===== src/rtl/obuft_bus_sequencer.sv =====
// obuft_bus_sequencer
//   Registered drive sequencer placed directly in front of a bank of
//   OBUFT_CTT-style tri-state pads. Words arrive over a valid/ready handshake.
//   Each drive burst is framed by TURN_CYC high-Z guard cycles before the first
//   driven word and after the last one. This keeps two masters sharing a CTT
//   bus from ever driving it at the same time. Losing GRANT releases the bus.
//
// Ports
//   C          in   clock, rising edge
//   CLR        in   asynchronous active-high reset
//   GRANT      in   bus ownership from the arbiter (1 = may drive)
//   REQ_VALID  in   REQ_DATA holds a word to drive
//   REQ_READY  out  word accepted when REQ_VALID & REQ_READY (combinational)
//   REQ_DATA   in   word to drive
//   PAD_I      out  per-bit pad data (registered)
//   PAD_T      out  per-bit pad enable, 1 = high-Z, all bits equal (registered)
//   BUSY       out  1 in every state except IDLE (registered)
//   ABORT      out  one-cycle pulse when grant is lost in LEAD or DRIVE (registered)
//
// The output flops are loaded from the next-state values. As a result, PAD_T,
// PAD_I and BUSY always line up with the state register and never lag it by
// a cycle.

module obuft_bus_sequencer #(
  parameter int WIDTH    = 8,
  parameter int TURN_CYC = 2,
  parameter int HOLD_CYC = 1
) (
  input  logic             C,
  input  logic             CLR,
  input  logic             GRANT,
  input  logic             REQ_VALID,
  output logic             REQ_READY,
  input  logic [WIDTH-1:0] REQ_DATA,
  output logic [WIDTH-1:0] PAD_I,
  output logic [WIDTH-1:0] PAD_T,
  output logic             BUSY,
  output logic             ABORT
);

  localparam int GW = (TURN_CYC + 1 > 2) ? $clog2(TURN_CYC + 1) : 1;
  localparam int HW = (HOLD_CYC + 1 > 2) ? $clog2(HOLD_CYC + 1) : 1;
  localparam logic [GW-1:0] GUARD_LOAD = GW'(TURN_CYC - 1);
  localparam logic [HW-1:0] HOLD_LOAD  = HW'(HOLD_CYC - 1);

  typedef enum logic [1:0] {
    ST_IDLE  = 2'd0,
    ST_LEAD  = 2'd1,
    ST_DRIVE = 2'd2,
    ST_TRAIL = 2'd3
  } state_t;

  state_t           state_r;
  state_t           state_n;
  logic [GW-1:0]    guard_r;
  logic [GW-1:0]    guard_n;
  logic [HW-1:0]    hold_r;
  logic [HW-1:0]    hold_n;
  logic [WIDTH-1:0] pad_i_r;
  logic [WIDTH-1:0] data_n;
  logic [WIDTH-1:0] pad_t_r;
  logic             busy_r;
  logic             abort_r;
  logic             abort_n;
  logic             ready_s;

  // Next-state, counter and handshake decode. pad_i_r doubles as the data latch.
  always_comb begin
    state_n = state_r;
    guard_n = guard_r;
    hold_n  = hold_r;
    data_n  = pad_i_r;
    abort_n = 1'b0;
    ready_s = 1'b0;
    case (state_r)
      ST_IDLE: begin
        ready_s = GRANT;
        if (REQ_VALID && GRANT) begin
          data_n  = REQ_DATA;
          state_n = ST_LEAD;
          guard_n = GUARD_LOAD;
        end else begin
          state_n = ST_IDLE;
        end
      end
      ST_LEAD: begin
        // The bus has not been driven yet, so an abort drops straight back to IDLE.
        if (!GRANT) begin
          state_n = ST_IDLE;
          abort_n = 1'b1;
        end else if (guard_r == {GW{1'b0}}) begin
          state_n = ST_DRIVE;
          hold_n  = HOLD_LOAD;
        end else begin
          guard_n = guard_r - GW'(1);
        end
      end
      ST_DRIVE: begin
        ready_s = GRANT && (hold_r == {HW{1'b0}});
        if (!GRANT) begin
          state_n = ST_TRAIL;
          guard_n = GUARD_LOAD;
          abort_n = 1'b1;
        end else if (hold_r == {HW{1'b0}}) begin
          // A back-to-back accept reloads the word with no high-Z gap.
          if (REQ_VALID) begin
            data_n = REQ_DATA;
            hold_n = HOLD_LOAD;
          end else begin
            state_n = ST_TRAIL;
            guard_n = GUARD_LOAD;
          end
        end else begin
          hold_n = hold_r - HW'(1);
        end
      end
      ST_TRAIL: begin
        // GRANT is ignored here. The trailing guard always runs to completion.
        if (guard_r == {GW{1'b0}}) begin
          state_n = ST_IDLE;
        end else begin
          guard_n = guard_r - GW'(1);
        end
      end
      default: begin
        state_n = ST_IDLE;
        guard_n = {GW{1'b0}};
        hold_n  = {HW{1'b0}};
      end
    endcase
  end

  // State, counters and pad-facing output flops. CLR releases the pads at once.
  always_ff @(posedge C or posedge CLR) begin
    if (CLR) begin
      state_r <= ST_IDLE;
      guard_r <= {GW{1'b0}};
      hold_r  <= {HW{1'b0}};
      pad_i_r <= {WIDTH{1'b0}};
      pad_t_r <= {WIDTH{1'b1}};
      busy_r  <= 1'b0;
      abort_r <= 1'b0;
    end else begin
      state_r <= state_n;
      guard_r <= guard_n;
      hold_r  <= hold_n;
      pad_i_r <= data_n;
      pad_t_r <= (state_n == ST_DRIVE) ? {WIDTH{1'b0}} : {WIDTH{1'b1}};
      busy_r  <= (state_n != ST_IDLE);
      abort_r <= abort_n;
    end
  end

  // REQ_READY is gated by CLR so that nothing can be accepted while reset is held.
  assign REQ_READY = ready_s & ~CLR;
  assign PAD_I     = pad_i_r;
  assign PAD_T     = pad_t_r;
  assign BUSY      = busy_r;
  assign ABORT     = abort_r;

endmodule


===== config.mk =====
export PLATFORM = sky130hd
export DESIGN_NAME = obuft_bus_sequencer
export DESIGN_NICKNAME = d
export VERILOG_FILES = /design/src/rtl/obuft_bus_sequencer.sv
export SDC_FILE = /design/constraint.sdc
export NUM_CORES = 1
export LEC_CHECK = 0
export CORE_MARGIN = 2
export CORE_UTILIZATION = 45
export CTS_BUF_LIST = sky130_fd_sc_hd__clkbuf_16
export CTS_CLUSTER_SIZE = 25
export DETAILED_ROUTE_END_ITERATION = 10
export GPL_TIMING_DRIVEN = 0
export PLACE_DENSITY = 0.83
export SYNTH_ARGS = -nofsm -noshare
export SYNTH_HDL_FRONTEND = slang
export SYNTH_SLANG_ARGS = --single-unit

===== constraint.sdc =====
create_clock -name C -period 3.9 [get_ports C]
set_clock_uncertainty 0.15 [all_clocks]
set_input_delay 1.17 -clock C [delete_from_list [all_inputs] [get_ports C]]
set_output_delay 1.17 -clock C [all_outputs]
set_load 0.005 [all_outputs]

==> flow_summary.ini <==
[run_status]
status = completed

[final_layout]
fin_util = 0.706
fin_cells = 128
fin_area_mm2 = 0.00122
drive_gt1_frac = 0.243
n_antenna_cell = 0
syn_to_final_growth_pct = 48.9
nets = 122

[cts]
clock-sinks = 15
tritoncts = yes
htree_levels = 1
clk_latency_ns = 0.24
post_cts_buffers = 0
path_clk_slew_ns = 0.05
cts_root_buffer = clkbuf_16
cts_buffers = 3
ctsHoldBuffers = 0
cts_buffer_depth = 2
cts-resized-gates = 0

[synth]
ys_seq_elements = 15
synth_fp_nets = 88
synth_area_um2 = 818
synth_top_family_by_area = compound AO/OA/AOI/OAI gates
async_flop_share = 1.00
synth_edf_count = 0
synth_top_area_frac = 0.428
synth_mux_area_frac = 0.122
yosysMostFrequentCell = dfrtp_1
synth_compound_area_frac = 0.139
yosysWarnings = 0
yosys.area_share.simple = 0.0902
ys.flop_type = dfrtp_1
avgSynthCellArea_um2 = 11.7
synth_xor_area_frac = 0
yosys-top-cells-count = dfrtp_1 (14), buf_4 (8), mux2_2 (8)
yosys.area.top_type = dfrtp_1
synth-adder-area-share = 0.0917
ys_types = 26
seq_area_frac_synth = 0.460
synth_area_leaders = dfrtp_1 (43%), mux2_2 (11%), ha_1 (9.2%)
syn_inst = 70

[place]
dpl.hpwl_um = 1210
gp_congestion = 0.782
placed_cells = 124
io_buffers = 29
dpl_cell_area_mm2 = 0.00114

[route]
wl_per_cell_um = 12.7
vias = 629
firstDrtPassIters = 4
viasPerCell = 4.91
drc = 0
drt_wl_total_um = 1630
drtIter0Drc = 3
ant_nets = 0

[global_routing]
grt_max_degree = 16
grt_pass1_wl_um = 2600
grt_antenna_before_repair = 0
grt_pass1_vias = 617
grt_use_total = 0.174
overflow = 0

[setup_path]
reg2reg_depth = 5
path_class = in -> out
cp_max_fo = 2
required_ns = 2.58
crit_arrival_ns = 2.24
cp-start-kind = input pin
cp-end-kind = output port

[pwr]
vdd_ir_drop_max_uv = 403
power_density_mw_per_mm2 = 675
leakagePower_nw = 0.535

[sta]
setup_viol = 0
finalSetupTns_ns = 0
slew_violations = 0
hold_viol_final = 0
max-slew-margin-rel = 0.624
fin_crit_sh = 0.913
final.min_clock_period_ns = 3.56
whs_ns = 0.331
tightest_slew_ns = 0.563
max_freq_mhz = 281
rsz0062_at_grt = false

[worst_hold_path]
min_path_cells = 1
hold_class = reg -> reg

[floorplanning]
core_mm2 = 0.00173
die_h_um = 46.6
dieWidth_um = 46.6
die-area_mm2 = 0.00218
initial_utilization = 0.474
io_pins = 31
rows = 15

[run]
drv_cap = 0
## cells by family (layout without fill, tap and decap cells)
kind of cell / count (synthesis) / after routing
AOI/OAI and AO/OA: 16 / 16
adders and majority gates: 6 / 6
buffers and inverters: 13 / 46
DFF: 15 / 15
muxes: 9 / 9
and+or+nand+nor: 11 / 11
## power by group
part           total [mW]  internal (mW)  switching (mW)
logic               0.370          0.233           0.137
registers           0.261          0.225          0.0359
clock network       0.191          0.135          0.0559
## stage by stage
step	power [mW]	worst slack, ns
3_5_place_dp	0.632	0.359
4_1_cts	0.832	0.344
2_1_floorplan	0.458	1.09
6_report	0.822	0.340
5_1_grt	0.881	0.303
3_3_place_gp	0.620	0.359
## area by class of cell
| class | instances | area [um^2] |
|---|---|---|
| multi-input combinational | 42 | 363 |
| timing repair buffer | 29 | 290 |
| sequential | 15 | 377 |
| clock buffer | 3 | 75.1 |
| inverter | 5 | 18.8 |
| clock inverter | 1 | 3.75 |
| buffer | 8 | 60.1 |
| fill | 146 | 508 |
| tap | 25 | 31.3 |
## placed cells by master, fill, tap and decap left out
master,count
or4b_4,1
inv_1,6
and2_1,1
nor2b_1,2
a21bo_2,2
o21bai_2,1
a21boi_1,1
ha_1,6
o311a_1,1
nand2_1,1
mux2_2,8
clkbuf_16,3
and2b_1,1
and3_4,1
a31oi_1,1
mux2i_1,1
buf_4,8
o2bb2ai_1,1
o41ai_1,1
dfstp_2,1
clkdlybuf4s50_1,29
nor2_1,3
o21ai_0,3
o21ai_1,1
a21oi_1,3
o22ai_1,1
dfrtp_1,14
or4_1,1
## layer usage
metal,up-vias,global-route usage,part of all wire,routed length (um)
met5,-,0,0,0
met4,0,0.0889,0.025,40
met3,6,0.0431,0.060,97
met2,24,0.294,0.49,797
met1,293,0.202,0.42,691
li1,306,-,-,-
## flip-flops by register name, indices dropped and copies added (netlist names)
name     cells
PAD_I        8
guard_r      2
state_r      2
ABORT        1
BUSY         1
PAD_T        1
## critical path, cell delays in order
cell,delay (ns)
clkdlybuf4s50_1,0.43
nor2_1,0.13
clkdlybuf4s50_1,0.51
## path summary, 6_finish.rpt
| path | from | endpoint | slack [ns] |
|---|---|---|---|
| max | CLR | REQ_READY | 0.34 |
| min | guard_r[0] | guard_r[0] | 0.33 |
| max reg2reg | state_r[1] | guard_r[1] | 1.95 |
| min reg2reg | guard_r[0] | guard_r[0] | 0.33 |
| max in group asynchronous | CLR | PAD_T[6] | 2.04 |
| min in group asynchronous | CLR | state_r[0] | 1.18 |
No activity file was read; power rests on OpenSTA's default activity.
